`src/rtl/uart_tx_fifo.sv`:
```
// Buffered 8N1 UART transmitter: bytes enter a circular FIFO over a valid/ready
// handshake and are serialised LSB first on a registered, idle-high line.
module uart_tx_fifo #(
  parameter int unsigned BAUD_DIV   = 434,
  parameter int unsigned FIFO_DEPTH = 16,
  parameter int unsigned STOP_BITS  = 1
) (
  input  logic                          clk_i,
  input  logic                          arst_n_i,
  input  logic [7:0]                    tx_data_i,
  input  logic                          tx_valid_i,
  output logic                          tx_ready_o,
  output logic                          tx_o,
  output logic                          busy_o,
  output logic [$clog2(FIFO_DEPTH):0]   fifo_level_o
);

  localparam int unsigned AW = $clog2(FIFO_DEPTH);
  localparam int unsigned LW = AW + 1;
  localparam int unsigned CW = $clog2(BAUD_DIV);

  localparam logic [CW-1:0] CntReload = CW'(BAUD_DIV - 1);
  localparam logic [2:0]    LastStop  = 3'(STOP_BITS - 1);
  localparam logic [LW-1:0] LevelFull = LW'(FIFO_DEPTH);

  typedef enum logic [1:0] {StIdle, StStart, StData, StStop} state_e;

  logic [7:0]    mem [FIFO_DEPTH];
  logic [AW-1:0] wptr_q, rptr_q;
  logic [LW-1:0] level_q;
  logic          full, empty, push, pop;

  state_e        state_q, state_d;
  logic [CW-1:0] cnt_q, cnt_d;
  logic [2:0]    bit_q, bit_d;
  logic [7:0]    shift_q, shift_d;
  logic          tx_q, tx_d;

  // Flags come from registered state only, so ready never depends on valid or a pop.
  assign full  = (level_q == LevelFull);
  assign empty = (level_q == '0);
  assign push  = tx_valid_i & ~full;

  assign tx_ready_o   = ~full;
  assign tx_o         = tx_q;
  assign busy_o       = (state_q != StIdle) | ~empty;
  assign fifo_level_o = level_q;

  // Storage is written only on an accepted push, so X on an unqualified bus never lands here.
  always_ff @(posedge clk_i) begin
    if (push) begin
      mem[wptr_q] <= tx_data_i;
    end
  end

  // FIFO pointers and occupancy; pointers wrap naturally since the depth is a power of 2.
  always_ff @(posedge clk_i or negedge arst_n_i) begin
    if (!arst_n_i) begin
      wptr_q  <= '0;
      rptr_q  <= '0;
      level_q <= '0;
    end else begin
      if (push) wptr_q <= wptr_q + AW'(1);
      if (pop)  rptr_q <= rptr_q + AW'(1);
      case ({push, pop})
        2'b10:   level_q <= level_q + LW'(1);
        2'b01:   level_q <= level_q - LW'(1);
        default: level_q <= level_q;
      endcase
    end
  end

  // Frame state, baud counter, bit index, shifter and the line flop.
  always_ff @(posedge clk_i or negedge arst_n_i) begin
    if (!arst_n_i) begin
      state_q <= StIdle;
      cnt_q   <= '0;
      bit_q   <= '0;
      shift_q <= '0;
      tx_q    <= 1'b1;
    end else begin
      state_q <= state_d;
      cnt_q   <= cnt_d;
      bit_q   <= bit_d;
      shift_q <= shift_d;
      tx_q    <= tx_d;
    end
  end

  // Next-state: tx_d is the level of the bit being entered, so tx_o changes on the
  // same edge as the state and stays glitch-free.
  always_comb begin
    state_d = state_q;
    cnt_d   = cnt_q;
    bit_d   = bit_q;
    shift_d = shift_q;
    tx_d    = tx_q;
    pop     = 1'b0;
    case (state_q)
      StIdle: begin
        tx_d = 1'b1;
        if (!empty) begin
          pop     = 1'b1;
          shift_d = mem[rptr_q];
          cnt_d   = CntReload;
          state_d = StStart;
          tx_d    = 1'b0;
        end
      end
      StStart: begin
        if (cnt_q == '0) begin
          cnt_d   = CntReload;
          bit_d   = '0;
          state_d = StData;
          tx_d    = shift_q[0];
        end else begin
          cnt_d = cnt_q - CW'(1);
        end
      end
      StData: begin
        if (cnt_q == '0) begin
          cnt_d = CntReload;
          if (bit_q == 3'd7) begin
            bit_d   = '0;
            state_d = StStop;
            tx_d    = 1'b1;
          end else begin
            bit_d   = bit_q + 3'd1;
            shift_d = shift_q >> 1;
            tx_d    = shift_q[1];
          end
        end else begin
          cnt_d = cnt_q - CW'(1);
        end
      end
      StStop: begin
        if (cnt_q == '0) begin
          cnt_d = CntReload;
          if (bit_q == LastStop) begin
            // Chain straight into the next start bit when more data is queued.
            if (!empty) begin
              pop     = 1'b1;
              shift_d = mem[rptr_q];
              state_d = StStart;
              tx_d    = 1'b0;
            end else begin
              state_d = StIdle;
              tx_d    = 1'b1;
            end
          end else begin
            bit_d = bit_q + 3'd1;
          end
        end else begin
          cnt_d = cnt_q - CW'(1);
        end
      end
      default: state_d = StIdle;
    endcase
  end

endmodule

```
`config.mk`:
```
export PLATFORM = sky130hd
export DESIGN_NAME = uart_tx_fifo
export DESIGN_NICKNAME = d
export VERILOG_FILES = /design/src/rtl/uart_tx_fifo.sv
export SDC_FILE = /design/constraint.sdc
export NUM_CORES = 1
export LEC_CHECK = 0
export CAP_MARGIN = 20
export CORE_ASPECT_RATIO = 0.8
export CORE_MARGIN = 3
export CORE_UTILIZATION = 65
export CTS_CLUSTER_DIAMETER = 40
export DETAILED_ROUTE_END_ITERATION = 6
export GPL_TIMING_DRIVEN = 0
export PLACE_DENSITY = 0.83
export RECOVER_POWER = 100
export SLEW_MARGIN = 20
export SYNTH_ARGS = -nofsm -noshare
export SYNTH_HDL_FRONTEND = slang
export SYNTH_SLANG_ARGS = --single-unit
```
`constraint.sdc`:
```
create_clock -name clk_i -period 7.1 [get_ports clk_i]
set_clock_uncertainty 0.1 [all_clocks]
set_input_delay 1.42 -clock clk_i [delete_from_list [all_inputs] [get_ports clk_i]]
set_output_delay 1.42 -clock clk_i [all_outputs]
set_load 0.005 [all_outputs]
```
# After elaboration in Yosys (flattened, before gate mapping)
# Memories as Yosys holds them, arrays and structs flattened.
# Index checks and enable logic that the tools add are counted.
[classes]
add_sub_neg = 6
eq_ne = 15
mux = 37
n_bitwise = 4
reduce_logical = 13
[op_table]
columns = ["op", "n"]
rows = [
  ["8-bit 2-to-1 mux", 5],
  ["8-bit case mux with 3 select lines", 1],
  ["9-bit 2-to-1 mux", 2],
  ["9-bit case mux with 2 select lines", 1],
  ["2-bit != test (second input constant)", 8],
  ["3-bit 2-to-1 mux", 5],
  ["1-bit 2-to-1 mux", 12],
  ["2-bit 2-to-1 mux", 6],
  ["5-bit case mux with 2 select lines", 1],
  ["5-bit AND reduction", 2],
  ["9-bit logical NOT", 1],
  ["3-bit case mux with 3 select lines", 1],
  ["9-bit by 1-bit subtractor with 9-bit output (second input constant)", 1],
  ["4-bit by 1-bit adder with 4-bit output (second input constant)", 2],
  ["2-bit case mux with 4 select lines", 1],
  ["2-bit == test (second input constant)", 3],
  ["6-bit AND reduction", 1],
  ["3-bit nonzero test", 2],
  ["5-bit by 1-bit adder with 5-bit output (second input constant)", 1],
  ["5-bit == test (second input constant)", 1],
  ["5-bit logical NOT", 1],
  ["5-bit by 1-bit subtractor with 5-bit output (second input constant)", 1],
  ["2-bit by 1-bit == test with 1-bit output (second input constant)", 2],
  ["1-bit case mux with 4 select lines", 1],
  ["11 further kinds", 13],
]
[word_totals]
ff_bits = 36
mem_bits_rw = 128
in_bits = 11
elab_cells = 84
memories = 1
[mem_list]
columns = ["memory", "depth", "word_bits", "rd", "rd_clocked_by_memory_dff", "wr", "line", "source"]
rows = [
  ["mem", 16, 8, 1, 0, 1, "28", "logic [7:0] mem [FIFO_DEPTH];"],
]

# Logic depth before layout (Yosys ltp)
# Gate-level depths: netlist (run 1).
[depth]
ltp_word = 7
ltp_mapped = 12
mapped_depth_nobuf = 12

# Worst setup path after synthesis (run 1)
# OpenSTA, ideal clock, no wires.
[synth_timing]
path_kind = "input port to flip-flop"
from = "input port tx_valid_i"
to = "register level_q[4] (netlist: fifo_level_o[4])"
setup_ns = 0.123
arrival_time_ns = 3.052
required_time_ns = 6.877
setup_slack_ns = 3.825
stages = 10
n_path_buf = 1
path_cell_list = "and2_1 -> buf_2 -> inv_1 -> ha_1 -> fa_1 -> a21o_1 -> a21oi_1 -> xor2_1 -> nor2_1 -> xnor2_1"
[synth_between]
elab_chain_cells = 3
word_cells_on_any_way = 5
[synth_rtl]
columns = ["item", "line", "source"]
rows = [
  ["from (decl)", "11", "input logic tx_valid_i,"],
  ["1-bit bitwise AND (*)", "42", "assign push = tx_valid_i & ~full;"],
  ["2-bit by 1-bit == test with 1-bit output / 2-bit == test (equally long branches)", "65", "case ({push, pop})"],
  ["5-bit case mux with 2 select lines / 2-bit nonzero test (equally long branches)", "--", ""],
  ["to (signal assigned)", "66", "2'b10: level_q <= level_q + LW'(1);"],
  ["to (signal assigned)", "67", "2'b01: level_q <= level_q - LW'(1);"],
  ["to (signal assigned)", "68", "default: level_q <= level_q;"],
  ["to (decl)", "30", "logic [LW-1:0] level_q;"],
]
# Mark *: on every way between the ends. The rest lies on a longest branch, timed or not.
# A chain may end at the register's enable or synchronous reset.

# Final worst setup path (run 1)
[layout_timing]
from = "register level_q[0] (netlist: fifo_level_o[0])"
to = "output port busy_o"
[layout_between]
elab_chain_cells = 3
[layout_rtl]
columns = ["item", "line", "source"]
rows = [
  ["5-bit logical NOT", "41", "assign empty = (level_q == '0);"],
  ["1-bit inverter", "46", "assign busy_o = (state_q != StIdle) | ~empty;"],
  ["1-bit OR", "46", ""],
  ["to (decl)", "14", "output logic busy_o,"],
]
# Every way passes these cells.

==> impl_metrics.toml, run 1 <==
[cts]
cts_tree = "yes"
postCtsHoldBufs = 0
cts.clk_slew.worst_paths_ps = 60
cts.repair.resized = 0
cts_inserted_buffers = 17
clkLatencyLatePin_ps = 420
root_buffer = "clkbuf_16"
clockBufferDepth = 2
htreeDepth = 4
cts_setup_buffers = 0
clock_sinks = 164

[synth]
ys_ff_latch = 164
ys_seq_area_frac = 0.677
yosys.area.top_type = "edfxtp_1"
synth_most_common_cell = "edfxtp_1"
postSynth.asyncResetShare = 0.220
netlist_instances = 420
ys.flop_type = "edfxtp_1"
synth_commonest_cells = "edfxtp_1, dfrtp_1, nor2_1"
avgSynthCellArea_um2 = 16.7
ys_warn_count = 0
yosys-top-cells-area = "edfxtp_1, dfrtp_1, mux4_2"
netlist_area_um2 = 7010
syn_nets = 452
yosysUniqueCellTypes = 47
yosysTopAreaCellShare = 0.548
synth-edff-count = 128

[sta]
timing.final.crit_share = 0.633
whs_ps = 434
fmax_mhz = 222
slew_headroom = -0.162
rsz0062_at_grt = "false"
min_period_ps = 4500
finalSetupViolCount = 0
finalSetupTns_ps = 0
drv_slew = 33
hold_violations = 0
worstMarginPinSlew_ps = 1740

[floorplanning]
die_w_um = 122
die_area_um2 = 12100
start_util = 0.676
fp.dieH_um = 98.9
io_pins = 19
rows = 33
core_area_um2 = 10400

[power]
power.leakage_nw = 2.86
power_density_nw_per_um2 = 295
irDropWorstVdd_uv = 233

[routing]
viasPerCell = 6.40
wire_per_inst_um = 23.2
vias = 3912
drt_iter0_markers = 502
detail-route-antenna-nets = 0
dr.pass1.iters = 5
totalWireLength_um = 14200
drcViolationCount = 0

[global_route]
met2_usage = 0.389
grt_overflow = 0
use_met3 = 0.0734
met1_usage = 0.388
grt_pass1_vias = 3953
antenna_found_initial = 0
grt_pass1_wl_um = 22500
grt_start_max_net_pins = 33
top_usage_layer = "met2"
track_usage = 0.260

[min_path]
holdPathStages = 2
hold_class = "reg -> reg"

[layout]
layout.nets = 490
num_antenna_cells = 0
synthToLayoutAreaGrowth_pct = 12.9
final_util = 0.764
drive_above_1_share = 0.155

[critical_path]
slowest_stage = "nor4_1"
critical_path_class = "reg -> out"
crit_chain = "nor4_1, nand3_1, clkbuf_1, dlygate4sd3_1"
cp-start-kind = "flop"
cp-end-kind = "primary output"
required_ps = 5580
worst-r2r-cell-count = 12
cp.arrival_ps = 2980
slowest_delay_ps = 770
path_max_fanout = 10

[job]
cap_violations = 1

[status]
status = "complete, but fails checks"
violations = "max-capacitance violations, max-slew violations"

[place]
port_buffers = 18
gp_congestion = 0.853
dp_hpwl_um = 9100
-- worst max-delay path: cells and delay by family (launching register included) --
kind	cells	cell delay, ps
buffers and inverters	2	960
DFF	1	460
and+or+nand+nor	2	1130
-- area by class of cell --
type / instances / area [µm²]
inverters: 13 / 48.8
fillers: 568 / 2450
clock inverters: 8 / 73.8
multi-input cells: 223 / 2040
flip-flops and latches: 164 / 4750
clock buffers: 24 / 504
plain buffers: 20 / 145
repair buffers: 19 / 178
well taps: 140 / 175
-- layout by cell type, fill, tap and decap left out, types with 17 or more instances in the layout --
| master | synthesis | layout |
|---|---|---|
| mux4_2 | 24 | 24 |
| nor2_1 | 30 | 30 |
| edfxtp_1 | 128 | 128 |
| dlygate4sd3_1 | 0 | 17 |
| ha_1 | 20 | 20 |
| dfrtp_1 | 35 | 35 |
| clkbuf_16 | 0 | 19 |
| nand2_1 | 18 | 18 |
| a21oi_1 | 25 | 25 |
| a22oi_1 | 17 | 17 |
-- through the flow --
stage | area (µm²) | power (mW) | setup slack (ps) | std cells
after floorplan | 7010 | 1.35 | 3830 | 420
after global placement | 7370 | 1.44 | 3200 | 578
after detailed placement | 7400 | 1.47 | 3210 | 579
after CTS | 7980 | 2.36 | 3110 | 611
after global routing | 7910 | 2.42 | 2450 | 611
final | 7910 | 2.33 | 2600 | 611
-- flip-flops by register name, indices dropped and copies added, names as in the netlist --
signal	cells
mem	128
cnt_q	9
shift_q	8
fifo_level_o	5
rptr_q	4
wptr_q	4
bit_q	3
state_q	2
tx_o	1
-- where the power goes --
group	total, mW	internal (mW)	leakage, nW	switching (mW)
clock network	0.886	0.533	0.289	0.353
logic	0.266	0.100	0.983	0.166
registers	1.18	1.14	1.59	0.0423
-- kinds of logic (layout without fill, tap and decap cells) --
group           Yosys count  after routing  synth area share
compound gates           64             64            0.0562
xor+xnor                 19             19            0.0237
fa+ha+maj                21             21            0.0386
buf+inv                  33             84            0.0286
flops                   164            164             0.677
mux                      39             39             0.119
simple gates             80             80            0.0575
-- final timing paths --
kind | start | endpoint | slack (ps)
worst min-delay path | cnt_q[8] | cnt_q[8] | 430
max in group asynchronous | arst_n_i | fifo_level_o[1] | 4100
worst max-delay path | fifo_level_o[0] | busy_o | 2600
worst max register to register | state_q[0] | fifo_level_o[4] | 3500
worst min register to register | cnt_q[8] | cnt_q[8] | 430
min in group asynchronous | arst_n_i | wptr_q[3] | 820
-- layer usage --
layer,vias up,wire length (µm)
met4,0,181
met3,20,1420
met5,-,0
met1,1972,5750
met2,218,6830
li1,1702,-
Power figures use the tool's default switching activity.
==> run 2: changes to the inputs <==
- CORE_UTILIZATION: 65 -> 61
- PLACE_DENSITY: 0.83 -> 0.79
- clock period: 7.1 -> 4.3 ns (I/O delays scaled with it)
==> impl_metrics.toml, run 2 (synthesized netlist as in run 1, its figures left out) <==
[layout]
largest_register = "mem"
final_util = 0.714
largest_reg_flops = 128
drive_above_1_share = 0.153
reg_top3 = "mem (128), cnt_q (9), shift_q (8)"
final_area_um2 = 7900
final_common_cell = "edfxtp_1"
synthToLayoutAreaGrowth_pct = 12.7
layout_common_cells = "edfxtp_1, dfrtp_1, nor2_1"
layout.nets = 490
num_antenna_cells = 0

[floorplanning]
io_pins = 19
fp.dieH_um = 102
rows = 34
start_util = 0.634
die_area_um2 = 12800
core_area_um2 = 11100
die_w_um = 126

[status]
violations = "max-capacitance violations"
status = "complete, but fails checks"

[global_route]
antenna_found_initial = 0
track_usage = 0.228
grt_start_max_net_pins = 21
grt_overflow = 0
grt_pass1_wl_um = 21600
grt_pass1_vias = 3790

[cts]
clockBufferDepth = 2
cts.repair.resized = 0
cts_inserted_buffers = 17
htreeDepth = 4
cts.clk_slew.worst_paths_ps = 60
cts_setup_buffers = 0
cts_tree = "yes"
clock_sinks = 164
root_buffer = "clkbuf_16"
clkLatencyLatePin_ps = 420
postCtsHoldBufs = 0

[sta]
rsz0062_at_grt = "false"
timing.final.crit_share = 0.870
worstMarginPinSlew_ps = 1460
finalSetupTns_ps = 0
hold_violations = 0
setup_slack_ps = 558
min_period_ps = 3740
fmax_mhz = 267
finalSetupViolCount = 0
drv_slew = 0
slew_headroom = 0.0176

[place]
gp_congestion = 0.830
dp_hpwl_um = 8800
port_buffers = 18
place_ws_ps = 922
dpl_cell_area_um2 = 7410

[power]
power_frac_seq = 0.512
combPwrFrac = 0.113
power_mw = 3.80
power_density_nw_per_um2 = 481
power.leakage_nw = 2.84
irDropWorstVdd_uv = 413
p_sw_frac = 0.240
clock_power_share = 0.375
power.internal_mw = 2.89
power_switching_mw = 0.913

[critical_path]
critical_path_class = "reg -> out"
r2r_setup_slack_ps = 680
path_max_fanout = 10
worst-r2r-cell-count = 12
required_ps = 3340
cp-end-kind = "primary output"
cp-start-kind = "flop"
cp.arrival_ps = 2780

[routing]
drt_iter0_markers = 422
viasPerCell = 6.23
dr.pass1.iters = 6
wire_per_inst_um = 22.0
detail-route-antenna-nets = 0
totalWireLength_um = 13500
vias = 3833
drcViolationCount = 0

[job]
cap_violations = 1

[min_path]
holdPathStages = 1
hold_class = "reg -> reg"
[run 2: cell types whose count changed in the layout (fill, tap and decap cells not counted), sizes merged]
cell	previous run	this run
clkinvlp	0	3
clkinv	6	4
clkdlybuf4s50	0	1
dlygate4sd3	17	16
clkbuf	32	31
[run 2: final timing paths]
kind	start	end
worst min-delay path	shift_q[7]	shift_q[7]
min in group asynchronous	arst_n_i	bit_q[1]
worst max register to register	state_q[0]	fifo_level_o[4]
worst max-delay path	fifo_level_o[0]	busy_o
worst min register to register	shift_q[7]	shift_q[7]
max in group asynchronous	arst_n_i	fifo_level_o[1]
[run 2: routing by layer]
layer	vias up	global-route usage	wire, µm
met5	-	0	0
met4	0	0.0676	141
met3	18	0.0423	792
met2	136	0.353	6580
met1	1973	0.340	6000
li1	1706	-	-
[run 2: power groups by stage]
stage          clock [mW]  sequential [mW]  combinational, mW
2_1_floorplan           0             1.96              0.268
3_3_place_gp            0             1.97              0.421
3_5_place_dp            0             1.98              0.449
4_1_cts              1.44             1.95              0.460
5_1_grt              1.51             1.96              0.478
6_report             1.42             1.94              0.430
[run 2: per-stage QoR]
step	hold WS, ps	instances
6_report	407	615
5_1_grt	430	615
4_1_cts	280	615
3_5_place_dp	407	583
3_3_place_gp	400	582
2_1_floorplan	382	420
[run 2: cell type report]
| cell class | count | area (µm²) |
|---|---|---|
| buffer | 20 | 145 |
| clock buffer | 23 | 478 |
| clock inverter | 9 | 78.8 |
| fill | 708 | 3160 |
| inverter | 13 | 48.8 |
| multi-input combinational | 223 | 2040 |
| sequential | 164 | 4750 |
| tap | 144 | 180 |
| timing repair buffer | 19 | 178 |
[run 2: worst max-delay path, stage by stage, from the launching register on]
cell             delay [ps]
dfrtp_1                 450
nor4_1                  780
nand3_1                 330
clkbuf_1                300
clkdlybuf4s50_1         500
==> run 3: changes to the inputs <==
- CORE_UTILIZATION: 61 -> 41
- PLACE_DENSITY: 0.79 -> default
==> impl_metrics.toml, run 3 (synthesized netlist as in run 1, its figures left out) <==
[cts]
clock_sinks = 164
cts_inserted_buffers = 17
postCtsHoldBufs = 0
cts_tree = "yes"
clkLatencyLatePin_ps = 420
cts.clk_slew.worst_paths_ps = 60
htreeDepth = 4
cts_setup_buffers = 0
root_buffer = "clkbuf_16"
clockBufferDepth = 2
cts.repair.resized = 0

[routing]
totalWireLength_um = 13600
met2WireLength_um = 6220
dr.pass1.iters = 5
drcViolationCount = 0
wl_met3_um = 582
drt_iter0_markers = 298
detail-route-antenna-nets = 0
viasPerCell = 5.38
wire_per_inst_um = 19.7
top_layer_used = "met4"
wl_met1_um = 6690
vias = 3716

[job]
cap_violations = 0

[sta]
slew_headroom = 0.101
setup_slack_ps = 474
hold_violations = 0
whs_ps = 416
min_period_ps = 3830
worstMarginPinSlew_ps = 1340
timing.final.crit_share = 0.890
finalSetupTns_ps = 0
drv_slew = 0
finalSetupViolCount = 0
fmax_mhz = 261
rsz0062_at_grt = "false"

[layout]
drive_above_1_share = 0.153
largest_register = "mem"
final_common_cell = "edfxtp_1"
layout_common_cells = "edfxtp_1, dfrtp_1, nor2_1"
largest_reg_flops = 128
reg_top3 = "mem (128), cnt_q (9), shift_q (8)"
synthToLayoutAreaGrowth_pct = 14.1
layout.nets = 490
num_antenna_cells = 0
final_area_um2 = 8000
stdcell_count = 691
multi_input_area_um2 = 2050
seqCellArea_um2 = 4750
fill_cells = 1401

[power]
power_density_nw_per_um2 = 479
power.leakage_nw = 2.85
irDropWorstVdd_uv = 284

[critical_path]
worst-r2r-cell-count = 12
path_max_fanout = 10
critical_path_class = "reg -> out"
cp-end-kind = "primary output"
cp.arrival_ps = 2870
r2r_start = "state_q[0]"
cp-start-kind = "flop"
r2r_setup_slack_ps = 720
required_ps = 3340
reg2reg_to = "fifo_level_o[4]"

[floorplanning]
rows = 42
fp.dieH_um = 123
die_w_um = 152
core_area_um2 = 16700
die_area_um2 = 18700
start_util = 0.421
io_pins = 19

[min_path]
hold_class = "in -> async"

[global_route]
grt_pass1_vias = 3627
grt_pass1_wl_um = 21200
antenna_found_initial = 0
grt_start_max_net_pins = 23
track_usage = 0.153
grt_overflow = 0

[place]
dp_hpwl_um = 9260
place_ws_ps = 939
place_inst = 659
port_buffers = 18
dpl_cell_area_um2 = 7510
gp_congestion = 0.797

[status]
status = "finished clean"
-- run 3: cell type report --
| cell class | count | share of cell area |
|---|---|---|
| buffer | 20 | 0.0172 |
| clock buffer | 19 | 0.0541 |
| clock inverter | 13 | 0.0166 |
| inverter | 13 | 0.00610 |
| multi-input combinational | 223 | 0.256 |
| sequential | 164 | 0.593 |
| tap | 220 | 0.0344 |
| timing repair buffer | 19 | 0.0222 |
-- run 3: how the worst max path moves through the flow --
stage / start / endpoint / slack, ps
6_report: fifo_level_o[0] / busy_o / 470
5_1_grt: fifo_level_o[0] / busy_o / 370
4_1_cts: fifo_level_o[0] / busy_o / 960
3_5_place_dp: tx_valid_i / fifo_level_o[4] / 940
3_3_place_gp: tx_valid_i / mem[3][7] / 920
2_1_floorplan: state_q[0] / fifo_level_o[4] / 1510
-- run 3: metal layers --
| metal | track usage | vias up |
|---|---|---|
| met5 | 0 | - |
| met4 | 0.0427 | 0 |
| met3 | 0.0430 | 12 |
| met2 | 0.231 | 74 |
| met1 | 0.221 | 1922 |
| li1 | - | 1708 |
-- run 3: worst max-delay path: stages (launching register included) --
cell and delay (ps):
dfrtp_1 440, nor4_1 730, nand3_1 330, clkbuf_1 310, dlygate4sd3_1 640
-- run 3: report_power, final --
| part | leakage (nW) | total [mW] | switching, mW | internal [mW] |
|---|---|---|---|---|
| combinational | 0.981 | 0.431 | 0.266 | 0.165 |
| sequential | 1.59 | 1.94 | 0.0606 | 1.88 |
| clock | 0.274 | 1.46 | 0.604 | 0.853 |
-- run 3: per-stage QoR --
stage               utilization  total power [mW]
CTS                       0.485              3.90
global placement          0.448              2.41
global route              0.480              3.99
floorplan                     -              2.23
detailed placement        0.451              2.44
finish                    0.480              3.83
